<file path="config.mk">
export PLATFORM = sky130hd
export DESIGN_NAME = prog_loader
export DESIGN_NICKNAME = d
export VERILOG_FILES = /design/src/rtl/prog_loader_pkg.sv /design/src/rtl/prog_loader_byte_assembler.sv /design/src/rtl/prog_loader.sv
export SDC_FILE = /design/constraint.sdc
export NUM_CORES = 1
export LEC_CHECK = 0
export BUFFER_PORTS_ARGS = -buffer_cell sky130_fd_sc_hd__buf_2
export CAP_MARGIN = 20
export CELL_PAD_IN_SITES_DETAIL_PLACEMENT = 1
export CELL_PAD_IN_SITES_GLOBAL_PLACEMENT = 2
export CORE_MARGIN = 2
export CORE_UTILIZATION = 39
export CTS_BUF_LIST = sky130_fd_sc_hd__clkbuf_4 sky130_fd_sc_hd__clkbuf_8
export CTS_CLUSTER_DIAMETER = 40
export DETAILED_ROUTE_END_ITERATION = 10
export GPL_ROUTABILITY_DRIVEN = 0
export PLACE_DENSITY_LB_ADDON = 0.1
export SLEW_MARGIN = 30
export SYNTH_ARGS = -nofsm -noshare
export SYNTH_HDL_FRONTEND = slang
export SYNTH_HIERARCHICAL = 1
export SYNTH_SLANG_ARGS = --single-unit
</file>
<file path="constraint.sdc">
create_clock -name clk -period 6.8 [get_ports clk]
set_clock_uncertainty 0.05 [all_clocks]
set_input_delay 1.36 -clock clk [delete_from_list [all_inputs] [get_ports clk]]
set_output_delay 1.36 -clock clk [all_outputs]
set_load 0.005 [all_outputs]
</file>
<file path="src/rtl/prog_loader_pkg.sv">
// Shared definitions for the program loader: FSM state encoding and frame layout constants.
package prog_loader_pkg;

    localparam int HDR_LEN        = 2;
    localparam int BYTES_PER_WORD = 16 / 8;

    typedef enum logic [2:0] {
        S_HDR_HI,
        S_HDR_LO,
        S_DATA,
        S_CHK,
        S_DONE,
        S_ERROR
    } state_t;

    function automatic int bytes_per_word(input int instr_w);
        return instr_w / 8;
    endfunction

endpackage

</file>
<file path="src/rtl/prog_loader_byte_assembler.sv">
// Collects bytes MSB-first into an instruction word and flags the word one cycle after its last byte.
module prog_loader_byte_assembler
    import prog_loader_pkg::*;
#(
    parameter int BPW = BYTES_PER_WORD
) (
    input  logic             clk,
    input  logic             reset,
    input  logic [7:0]       byte_in,
    input  logic             byte_en,
    output logic             last_byte,
    output logic             word_valid,
    output logic [8*BPW-1:0] word
);

    logic [7:0]         cnt;
    logic [8*BPW+7:0]   shifted;

    assign last_byte = (cnt == 8'(BPW - 1));
    assign shifted   = {word, byte_in};

    always_ff @(posedge clk) begin
        if (reset) begin
            cnt        <= '0;
            word       <= '0;
            word_valid <= 1'b0;
        end else begin
            word_valid <= byte_en && last_byte;
            if (byte_en) begin
                word <= shifted[8*BPW-1:0];
                cnt  <= last_byte ? 8'd0 : cnt + 8'd1;
            end
        end
    end

endmodule

</file>
<file path="src/rtl/prog_loader.sv">
// Framed byte-stream loader: writes instruction words into program memory and
// releases the CPU reset only after a complete, checksum-valid image.
module prog_loader
    import prog_loader_pkg::*;
#(
    parameter int INSTR_W = 16,
    parameter int ADDR_W  = 10
) (
    input  logic               clk,
    input  logic               reset,
    input  logic [7:0]         rx_data,
    input  logic               rx_valid,
    output logic               rx_ready,
    output logic               pm_we,
    output logic [ADDR_W-1:0]  pm_addr,
    output logic [INSTR_W-1:0] pm_wdata,
    output logic               cpu_reset,
    output logic               done,
    output logic               err,
    output state_t             state
);

    localparam int BPW      = bytes_per_word(INSTR_W);
    localparam int HDR_BITS = 8 * HDR_LEN;
    localparam logic [HDR_BITS:0] CAPACITY = (HDR_BITS + 1)'(2 ** ADDR_W);

    state_t                state_n;
    logic [7:0]            n_hi;
    logic [HDR_BITS-1:0]   n_words;
    logic [HDR_BITS-1:0]   n_rx;
    logic [7:0]            chk_acc;
    logic [ADDR_W:0]       word_idx;
    logic                  accept;
    logic                  asm_en;
    logic                  last_byte;
    logic                  last_word;
    logic                  word_valid;
    logic [INSTR_W-1:0]    word;

    prog_loader_byte_assembler #(.BPW(BPW)) u_asm (
        .clk        (clk),
        .reset      (reset),
        .byte_in    (rx_data),
        .byte_en    (asm_en),
        .last_byte  (last_byte),
        .word_valid (word_valid),
        .word       (word)
    );

    // Ready drops while a word is being written, so at most one word is ever in flight.
    assign rx_ready  = !reset && !word_valid &&
                       (state inside {S_HDR_HI, S_HDR_LO, S_DATA, S_CHK});
    assign accept    = rx_valid && rx_ready;
    assign asm_en    = accept && (state == S_DATA);
    assign n_rx      = {n_hi, rx_data};
    assign last_word = (HDR_BITS'(word_idx) + HDR_BITS'(1)) == n_words;

    assign pm_we     = word_valid;
    assign pm_wdata  = word;
    assign pm_addr   = word_idx[ADDR_W-1:0];
    assign done      = (state == S_DONE);
    assign err       = (state == S_ERROR);
    assign cpu_reset = (state != S_DONE);

    always_ff @(posedge clk) begin
        if (reset) state <= S_HDR_HI;
        else       state <= state_n;
    end

    always_comb begin
        state_n = state;
        case (state)
            S_HDR_HI: if (accept) state_n = S_HDR_LO;
            S_HDR_LO: begin
                if (accept) begin
                    if ({1'b0, n_rx} > CAPACITY) state_n = S_ERROR;
                    else if (n_rx == '0)         state_n = S_CHK;
                    else                         state_n = S_DATA;
                end
            end
            S_DATA:   if (asm_en && last_byte && last_word) state_n = S_CHK;
            S_CHK:    if (accept) state_n = (rx_data == chk_acc) ? S_DONE : S_ERROR;
            default:  state_n = state;
        endcase
    end

    // word_idx is one bit wider than pm_addr so a full-capacity image never wraps.
    always_ff @(posedge clk) begin
        if (reset) begin
            n_hi     <= '0;
            n_words  <= '0;
            chk_acc  <= '0;
            word_idx <= '0;
        end else begin
            if (accept && state == S_HDR_HI) n_hi <= rx_data;
            if (accept && state == S_HDR_LO) n_words <= n_rx;
            if (asm_en) chk_acc <= chk_acc ^ rx_data;
            if (word_valid) word_idx <= word_idx + 1'b1;
        end
    end

endmodule

</file>
# Word level (Yosys, flattened, before mapping)
# Cells that the tools add are included.
# Widths: inputs -> output; s select.
# totals
mem_bits_ro	0
latchBits	0
mem_count	0
mem_bits_rw	0
ff_bits	71
in_bits	11
out_inout_bits	34
# classes
magnitude_cmp	1
shift	0
n_reduce_logical	14
bitwise	1
add_sub_neg	3
n_eq_ne	13
n_mul	0
mux	9
div_mod_pow	0
# op_table
op	count
$eq 12x16->1	1
$gt 16x11->1 const B	1
$logic_not 16->1	1
$mux 3	5
$add 11x1->12 const B	1
$pmux 3 s4	1
$add 11x1->11 const B	1
$add 8x1->8 const B	1
$eq 8x1->1 const B	1
$eq 8x8->1	1
$logic_and 1x1->1	8
$mux 8	1
$xor 8x8->8	1
$eq 3x2->1 const B	2
$eq 3x3->1 const B	2
$ne 2x2->1 const B	3
$reduce_and 5->1	1
$reduce_bool 4->1	1
$eq 3x1->1 const B	1
$logic_not 3->1	1
$ne 3x3->1 const B	1
$logic_not 1->1	2
$mux 1	2
$ne 2x1->1 const B	1

# Depth between registers and ports, before layout
# Gate-level depths: netlist of the first run.
# logic_depth
depth_word	9
ltp_mapped	9
mapped_depth_nobuf	9

# Hierarchy
# Netlist of the first run, hierarchy kept.
# modules_own_cells
mod	cells_each	seq_area_each_um2	n_inst	area_each_um2
prog_loader	292	920.9	1	2408.6
prog_loader_byte_assembler	98	500.5	1	982.2

# Worst setup path before layout of the first run
# Ideal clock, no wire load.
# synth_path
path_type	in2reg
from	input port reset
to	register state[1]
required_time_ns	6.633
slack_ns	3.408
setup_time_ns	0.117
arrival_ns	3.224
path_stages	7
n_path_buf	0
cell_sequence	or4b_4 > nor2_8 > nand2_2 > or4_1 > or4_1 > a31oi_1 > nor2_1
# synth_via
elab_chain_cells	9
# synth_lines
element	line	rtl
from (decl)	prog_loader.sv:10	input logic reset,
$logic_not 1->1	prog_loader.sv:51	assign rx_ready = !reset && !word_valid &&
$logic_and 1x1->1 (2 in a row)	prog_loader.sv:51	
$logic_and 1x1->1	prog_loader.sv:53	assign accept = rx_valid && rx_ready;
$logic_and 1x1->1	prog_loader.sv:54	assign asm_en = accept && (state == S_DATA);
named net asm_en	prog_loader.sv:34	logic asm_en;
$logic_and 1x1->1 (2 in a row)	prog_loader.sv:81	S_DATA: if (asm_en && last_byte && last_word) state_n = S_CHK;
$ne 2x1->1 (no source line)	n/a	
$reduce_and 5->1 (no source line)	n/a	
to (signal assigned)	prog_loader.sv:67	else state <= state_n;
to (decl)	prog_loader.sv:20	output state_t state
# The timed path passes the listed nets, and every way through them passes these cells.
# A chain may end at the register's enable or synchronous reset.

# Worst setup path in the final report of the first run
# layout_path
from	input port reset
to	register n_hi[3]
# layout_via
elab_chain_cells	5
# layout_lines
element	line	rtl
$logic_not 1->1	prog_loader.sv:51	
$logic_and 1x1->1 (2 in a row)	prog_loader.sv:51	
$logic_and 1x1->1	prog_loader.sv:53	
$logic_and 1x1->1	prog_loader.sv:95	if (accept && state == S_HDR_HI) n_hi <= rx_data;
to (signal assigned)	prog_loader.sv:95	
to (decl)	prog_loader.sv:28	logic [7:0] n_hi;
# Several ways; a longest one is shown, not always the timed one.

==> results of run 1 <==
[layer usage]
layer  global-route usage (%)  wire (um)
met1                     25.3       4100
met2                     29.8       3880
met3                     3.74        271
met4                     5.77         83
met5                        0          0
[synthesized netlist by cell type, types with 3 or more instances]
master    number
clkbuf_1      12
nor2_1        53
nand3_1        9
xor2_1        23
or4_1          6
buf_4         10
and2_1         3
dfxtp_1       71
a21oi_1       22
nand4_1       11
mux2i_1       17
and3_1         3
ha_1           3
or2_2          3
a31oi_1        4
inv_1          7
buf_2          5
nand2_1       52
o31ai_1        3
nor4_1         4
xnor2_1       20
nor3_1         6
a22o_1         8
[stage by stage]
step | instances | setup WS (ns)
5_1_grt | 531 | 2.51
3_5_place_dp | 515 | 2.33
4_1_cts | 531 | 2.69
6_report | 531 | 2.67
2_1_floorplan | 390 | 3.41
3_3_place_gp | 515 | 2.45
[area by class of cell]
| cell class | instances | share of cell area [%] |
|---|---|---|
| Multi-Input combinational cell | 283 | 46.6 |
| Inverter | 7 | 0.686 |
| Tap cell | 108 | 3.53 |
| Clock buffer | 10 | 3.59 |
| Clock inverter | 6 | 2.38 |
| Sequential cell | 71 | 37.1 |
| Timing Repair Buffer | 46 | 6.14 |
[worst max-delay path by stage]
stage           from               endpoint  slack (ns)  cells past startpoint
5_1_grt        reset   n_hi[1]$_SDFFE_PP0P_        2.51                     10
2_1_floorplan  reset  state[1]$_SDFFE_PP0P_        3.41                      7
3_5_place_dp   reset   n_hi[7]$_SDFFE_PP0P_        2.33                     10
3_3_place_gp   reset  state[1]$_SDFFE_PP0P_        2.45                     10
6_report       reset   n_hi[3]$_SDFFE_PP0P_        2.67                     10
4_1_cts        reset   n_hi[0]$_SDFFE_PP0P_        2.69                     10
[sequential cells by signal, summed over array words and instances (netlist names)]
name              cells
u_asm/cnt             8
u_asm/word           16
n_words              16
n_hi                  8
chk_acc               8
state                 3
u_asm/word_valid      1
word_idx             11
[power by group through the flow]
stage	Clock [mW]	Combinational, mW	Sequential, mW
floorplan	0	0.0453	0.441
global placement	0	0.0644	0.445
detailed placement	0	0.0655	0.445
CTS	0.400	0.0658	0.436
global route	0.418	0.0727	0.437
finish	0.389	0.0646	0.436
[worst max-delay path, delay by kind of cell]
kind	cells	cell delay [ns]
AND/OR/NAND/NOR	5	1.64
buffers and inverters	3	0.81
AO/OA/AOI/OAI	2	0.49
[logic make-up after synthesis]
| logic type | count (synthesis) | share of synthesized area (%) |
|---|---|---|
| AND/OR/NAND/NOR | 167 | 24.2 |
| flip-flops | 71 | 41.9 |
| AO/OA/AOI/OAI | 53 | 11.1 |
| XOR/XNOR | 43 | 11.1 |
| buffers and inverters | 36 | 5.50 |
| multiplexers | 17 | 5.02 |
| adder cells (fa/ha/maj) | 3 | 1.11 |
==> impl_metrics.env, run 1 <==
export IMPL_outcome="finished clean"
export IMPL_detail_route_drc_violations=0
export IMPL_cp_max_fo=59
export IMPL_starting_utilization_of_the_core_area_pct=39.5
export IMPL_placedInstanceArea_sq_mm=0.00360
export IMPL_maximum_number_of_pins_on_one_net_before_global_route_repair=60
export IMPL_slew_violations=0
export IMPL_timing_critical_path_mode_cell="buf_4"
export IMPL_drv_cap=0
export IMPL_worstSetupStartpointType="primary input"
export IMPL_netlist_top_cell_by_area="dfxtp_1"
export IMPL_drt_first_iter_violations=69
export IMPL_synthesis_yosys_warnings=6
export IMPL_groute_usage_overall_pct=18.6
export IMPL_whs_endpoint="n_words[15]$_SDFFE_PP0P_"
export IMPL_nNetsFinal=432
export IMPL_timing_worst_setup_path_type="primary input to flip-flop"
export IMPL_power_density_cell_area_mw_per_mm2=232
export IMPL_power_switching_mw=0.220
export IMPL_routed_via_count=2795
export IMPL_worst_endpoint_required_ns=6.99
export IMPL_routedWlPerCell_um=15.7
export IMPL_final_min_clock_period_ns=4.13
export IMPL_power_frac_clock_pct=43.8
export IMPL_relative_area_change_from_synthesis_to_final_layout_pct=13.0
export IMPL_postCtsResizedCells=0
export IMPL_ys_seq_area_share_pct=41.9
export IMPL_critPathMaxStageDelay_ns=0.61
export IMPL_ys_ff_latch=71
export IMPL_crit_arrival_ns=4.31
export IMPL_htree_num_levels=3
export IMPL_p_comb_share_pct=7.3
export IMPL_sequentialPowerShare_pct=49.0
export IMPL_worst_hold_slack_ns=0.410
export IMPL_final_setup_tns_ns=0
export IMPL_holdCritPathClass="flip-flop to flip-flop"
export IMPL_num_io_pins=45
export IMPL_clkLatencyLatePin_ns=0.36
export IMPL_tritoncts="built"
export IMPL_ff_latch_area_sq_mm=0.00142
export IMPL_cpMaxStageDelayCell="or4b_4"
export IMPL_dp_hpwl_mm=5.86
export IMPL_drt_wl_total_mm=8.34
export IMPL_floorplan_die_width_um=97.2
export IMPL_worstHoldStart="n_words[15]$_SDFFE_PP0P_"
export IMPL_first_pass_grt_wire_length_mm=14.3
export IMPL_fillerInstances=1044
export IMPL_clk_pin_slew_worst_paths_ns=0.08
export IMPL_antenna_diode_count=0
export IMPL_synth_top_area_share_pct=41.9
export IMPL_worst_r2r_setup_slack_ns=3.53
export IMPL_clockBufferDepth=2
export IMPL_final_hold_viol_count=0
export IMPL_min_period_over_period_pct=60.7
export IMPL_clock_sinks=71
export IMPL_synth_enable_flop_cells=0
export IMPL_netlist_area_sq_mm=0.00339
export IMPL_layout_cells_most_common_list="71 x dfxtp_1, 52 x nor2_1, 52 x nand2_1"
export IMPL_cts_buffers_inserted=9
export IMPL_route_antenna_remaining_nets=0
export IMPL_post_synth_main_area_contributors="dfxtp_1 42%, xor2_1 5.9%, nor2_1 5.9%, nand2_1 5.8%, xnor2_1 5.2%"
export IMPL_setup_viol=0
export IMPL_ys_types=51
export IMPL_synth_flop_cell="dfxtp_1"
export IMPL_clock_fmax_ghz=0.242
export IMPL_rsz0062_at_grt="false"
export IMPL_power_switching_share_pct=24.7
export IMPL_power_leakage_nw=1.47
export IMPL_post_cts_repair_setup_buffers=0
export IMPL_crit_path_end_kind="flip-flop"
export IMPL_synth_avg_cell_area_sq_um=8.69
export IMPL_worst_slew_margin_rel_pct=40.2
export IMPL_p_total_mw=0.890
export IMPL_worst_ir_drop_vdd_uv=125
export IMPL_regToRegEndpoint="n_hi[3]$_SDFFE_PP0P_"
export IMPL_drive_gt1_share_pct=18.2
export IMPL_die_area_sq_mm=0.00946
export IMPL_r2r_worst_path_cells=8
export IMPL_grt_pass1_vias=2778
export IMPL_hold_path_depth=2
export IMPL_tightestPinTransition_ns=0.895
export IMPL_r2r_start="u_asm/word_valid$_SDFF_PP0_"
export IMPL_port_buffer_count=44
export IMPL_power_internal_mw=0.670
export IMPL_clockRootBuffer="clkbuf_8"
export IMPL_crit_chain="buf_2 -> buf_4 -> or4b_4 -> nor2_8 -> buf_4 -> nand2_2 -> or4_1 -> nor4_2 -> o32ai_2 -> a22o_1"
export IMPL_dieHeight_um=97.2
export IMPL_vias_per_cell=5.26
export IMPL_most_common_library_cell_in_the_layout_ignoring_fill_and_taps="dfxtp_1"
export IMPL_netlist_instances=390
export IMPL_overflow=0
export IMPL_multi_input_area_sq_mm=0.00179
export IMPL_antenna_found_initial=0
export IMPL_std_cell_rows=34
export IMPL_drt_pass1_iterations=4
export IMPL_count_of_hold_buffers_inserted_by_post_cts_repair=0
export IMPL_postLayoutCellArea_sq_mm=0.00383
export IMPL_mappedNetlistNets=404
export IMPL_placeableCoreArea_sq_mm=0.00859
export IMPL_utilization_pct=44.6
export IMPL_synth_async_sr_flop_share_pct=0
Power figures use the tool's default switching activity.
==> run 2, diff against run 1 <==
--- a/config.mk
+++ b/config.mk
@@ -10,7 +10,7 @@
 export CELL_PAD_IN_SITES_DETAIL_PLACEMENT = 1
 export CELL_PAD_IN_SITES_GLOBAL_PLACEMENT = 2
 export CORE_MARGIN = 2
-export CORE_UTILIZATION = 39
+export CORE_UTILIZATION = 36
 export CTS_BUF_LIST = sky130_fd_sc_hd__clkbuf_4 sky130_fd_sc_hd__clkbuf_8
 export CTS_CLUSTER_DIAMETER = 40
 export DETAILED_ROUTE_END_ITERATION = 10
==> constraint.sdc (replaced) <==
create_clock -name clk -period 4.09 [get_ports clk]
set_clock_uncertainty 0.05 [all_clocks]
set_input_delay 0.818 -clock clk [delete_from_list [all_inputs] [get_ports clk]]
set_output_delay 0.818 -clock clk [all_outputs]
set_load 0.005 [all_outputs]
==> run 2 against run 1 <==
  * Critical path depth shrank 3
  * Final cell count rose by 0.75%
  * Hold slack better by 0.0053 ns
  * Sequential share of layout area increased by 0.13 points
  * Power is 60% higher
  * Non-clock buffer count is 1 higher
  * Via count fell by 1.3%
  * First-iteration DRC count up 5.8%
  * Core utilization is 3.1 points lower
  * Sequential cell count unchanged
  * Critical path type is now flip-flop to flip-flop
==> impl_metrics.env, run 2 (same netlist as run 1, synthesis figures left out) <==
export IMPL_slew_violations=0
export IMPL_final_setup_tns_ns=0
export IMPL_std_cell_rows=35
export IMPL_clockBufferDepth=2
export IMPL_hold_path_depth=2
export IMPL_r2r_worst_path_cells=7
export IMPL_most_common_library_cell_in_the_layout_ignoring_fill_and_taps="dfxtp_1"
export IMPL_power_switching_mw=0.369
export IMPL_p_comb_share_pct=7.7
export IMPL_timing_worst_setup_path_type="flip-flop to flip-flop"
export IMPL_dpl_cell_count=519
export IMPL_outcome="finished clean"
export IMPL_groute_usage_overall_pct=17.9
export IMPL_timing_critical_path_from="u_asm/word_valid$_SDFF_PP0_"
export IMPL_dieHeight_um=101
export IMPL_postLayoutCellArea_sq_mm=0.00382
export IMPL_post_cts_repair_setup_buffers=0
export IMPL_worstSetupStartpointType="flip-flop"
export IMPL_cp_max_fo=13
export IMPL_overflow=0
export IMPL_power_internal_mw=1.05
export IMPL_clk_pin_slew_worst_paths_ns=0.08
export IMPL_power_density_cell_area_mw_per_mm2=372
export IMPL_drv_cap=0
export IMPL_worst_ir_drop_vdd_uv=230
export IMPL_clock_fmax_ghz=0.344
export IMPL_tightestPinTransition_ns=0.967
export IMPL_detail_route_drc_violations=0
export IMPL_power_switching_share_pct=26.0
export IMPL_drt_pass1_iterations=4
export IMPL_clkLatencyLatePin_ns=0.34
export IMPL_drt_wl_total_mm=8.65
export IMPL_placeableCoreArea_sq_mm=0.00920
export IMPL_dp_hpwl_mm=6.10
export IMPL_tritoncts="built"
export IMPL_antenna_found_initial=0
export IMPL_first_pass_grt_wire_length_mm=14.2
export IMPL_r2r_start="u_asm/word_valid$_SDFF_PP0_"
export IMPL_holdCritPathClass="flip-flop to flip-flop"
export IMPL_nNetsFinal=433
export IMPL_starting_utilization_of_the_core_area_pct=36.9
export IMPL_postCtsResizedCells=0
export IMPL_post_layout_cell_count=535
export IMPL_drive_gt1_share_pct=18.2
export IMPL_count_of_hold_buffers_inserted_by_post_cts_repair=0
export IMPL_drt_first_iter_violations=73
export IMPL_htree_num_levels=3
export IMPL_final_hold_viol_count=0
export IMPL_routed_via_count=2760
export IMPL_antenna_diode_count=0
export IMPL_final_min_clock_period_ns=2.91
export IMPL_rsz0062_at_grt="false"
export IMPL_routedWlPerCell_um=16.2
export IMPL_clockRootBuffer="clkbuf_8"
export IMPL_worst_slew_margin_rel_pct=35.4
export IMPL_worst_endpoint_required_ns=4.25
export IMPL_power_frac_clock_pct=41.3
export IMPL_worstHoldStart="n_words[12]$_SDFFE_PP0P_"
export IMPL_min_period_over_period_pct=71.0
export IMPL_clock_sinks=71
export IMPL_num_io_pins=45
export IMPL_relative_area_change_from_synthesis_to_final_layout_pct=12.6
export IMPL_die_area_sq_mm=0.0102
export IMPL_cts_buffers_inserted=9
export IMPL_sequentialPowerShare_pct=51.0
export IMPL_port_buffer_count=44
export IMPL_layout_cells_most_common_list="71 x dfxtp_1, 53 x nor2_1, 52 x nand2_1"
export IMPL_maximum_number_of_pins_on_one_net_before_global_route_repair=59
export IMPL_floorplan_die_width_um=101
export IMPL_vias_per_cell=5.16
export IMPL_power_leakage_nw=1.45
export IMPL_crit_path_end_kind="flip-flop"
export IMPL_setup_viol=0
export IMPL_reg_top3="n_words (16), u_asm/word (16), word_idx (11)"
export IMPL_crit_arrival_ns=3.06
export IMPL_grt_pass1_vias=2690
export IMPL_placedInstanceArea_sq_mm=0.00361
export IMPL_route_antenna_remaining_nets=0
export IMPL_fillerInstances=1106
## run 2: metrics by stage
step	worst slack (ns)	power, mW	utilization, %	hold WS (ns)
after floorplan	1.24	0.809	-	0.386
after global placement	0.922	0.849	39.3	0.397
after detailed placement	0.886	0.851	39.3	0.411
after CTS	1.15	1.44	41.5	0.422
after global routing	0.962	1.48	41.5	0.443
final	1.18	1.42	41.5	0.415
## run 2: layout make-up
type                            instances  area [sq um]  share of cell area [%]
Sequential cell                        71          1420                    37.2
Clock buffer                           10           138                    3.60
Multi-Input combinational cell        283          1780                    46.7
Timing Repair Buffer                   47           243                    6.36
Inverter                                7          26.3                   0.688
Clock inverter                          6          68.8                    1.80
Tap cell                              111           139                    3.64
## run 2: power by group through the flow
stage / registers, mW / logic, mW / clock network, mW
final: 0.724 / 0.110 / 0.586
after global placement: 0.740 / 0.109 / 0
after floorplan: 0.733 / 0.0753 / 0
after CTS: 0.724 / 0.112 / 0.609
after global routing: 0.726 / 0.123 / 0.635
after detailed placement: 0.740 / 0.111 / 0
## run 2: final timing paths
path / end / slack (ns)
worst max-delay path: state[1]$_SDFFE_PP0P_ / 1.18
worst min-delay path: n_words[12]$_SDFFE_PP0P_ / 0.41
worst max register to register: state[1]$_SDFFE_PP0P_ / 1.18
worst min register to register: n_words[12]$_SDFFE_PP0P_ / 0.41
## run 2: worst max-delay path: stages (launching register included)
cell     delay [ns]
dfxtp_1        0.50
or4b_4         0.66
nor2_8         0.27
nand2_2        0.07
or4_1          0.52
or4_1          0.46
a31oi_1        0.18
nor2_1         0.05
## run 2: metal layers
metal,vias up,wire length (um),GRT usage (%)
li1,1384,-,-
met1,1330,4280,24.5
met2,40,4060,28.9
met3,6,232,3.81
met4,0,76,3.74
met5,-,0,0
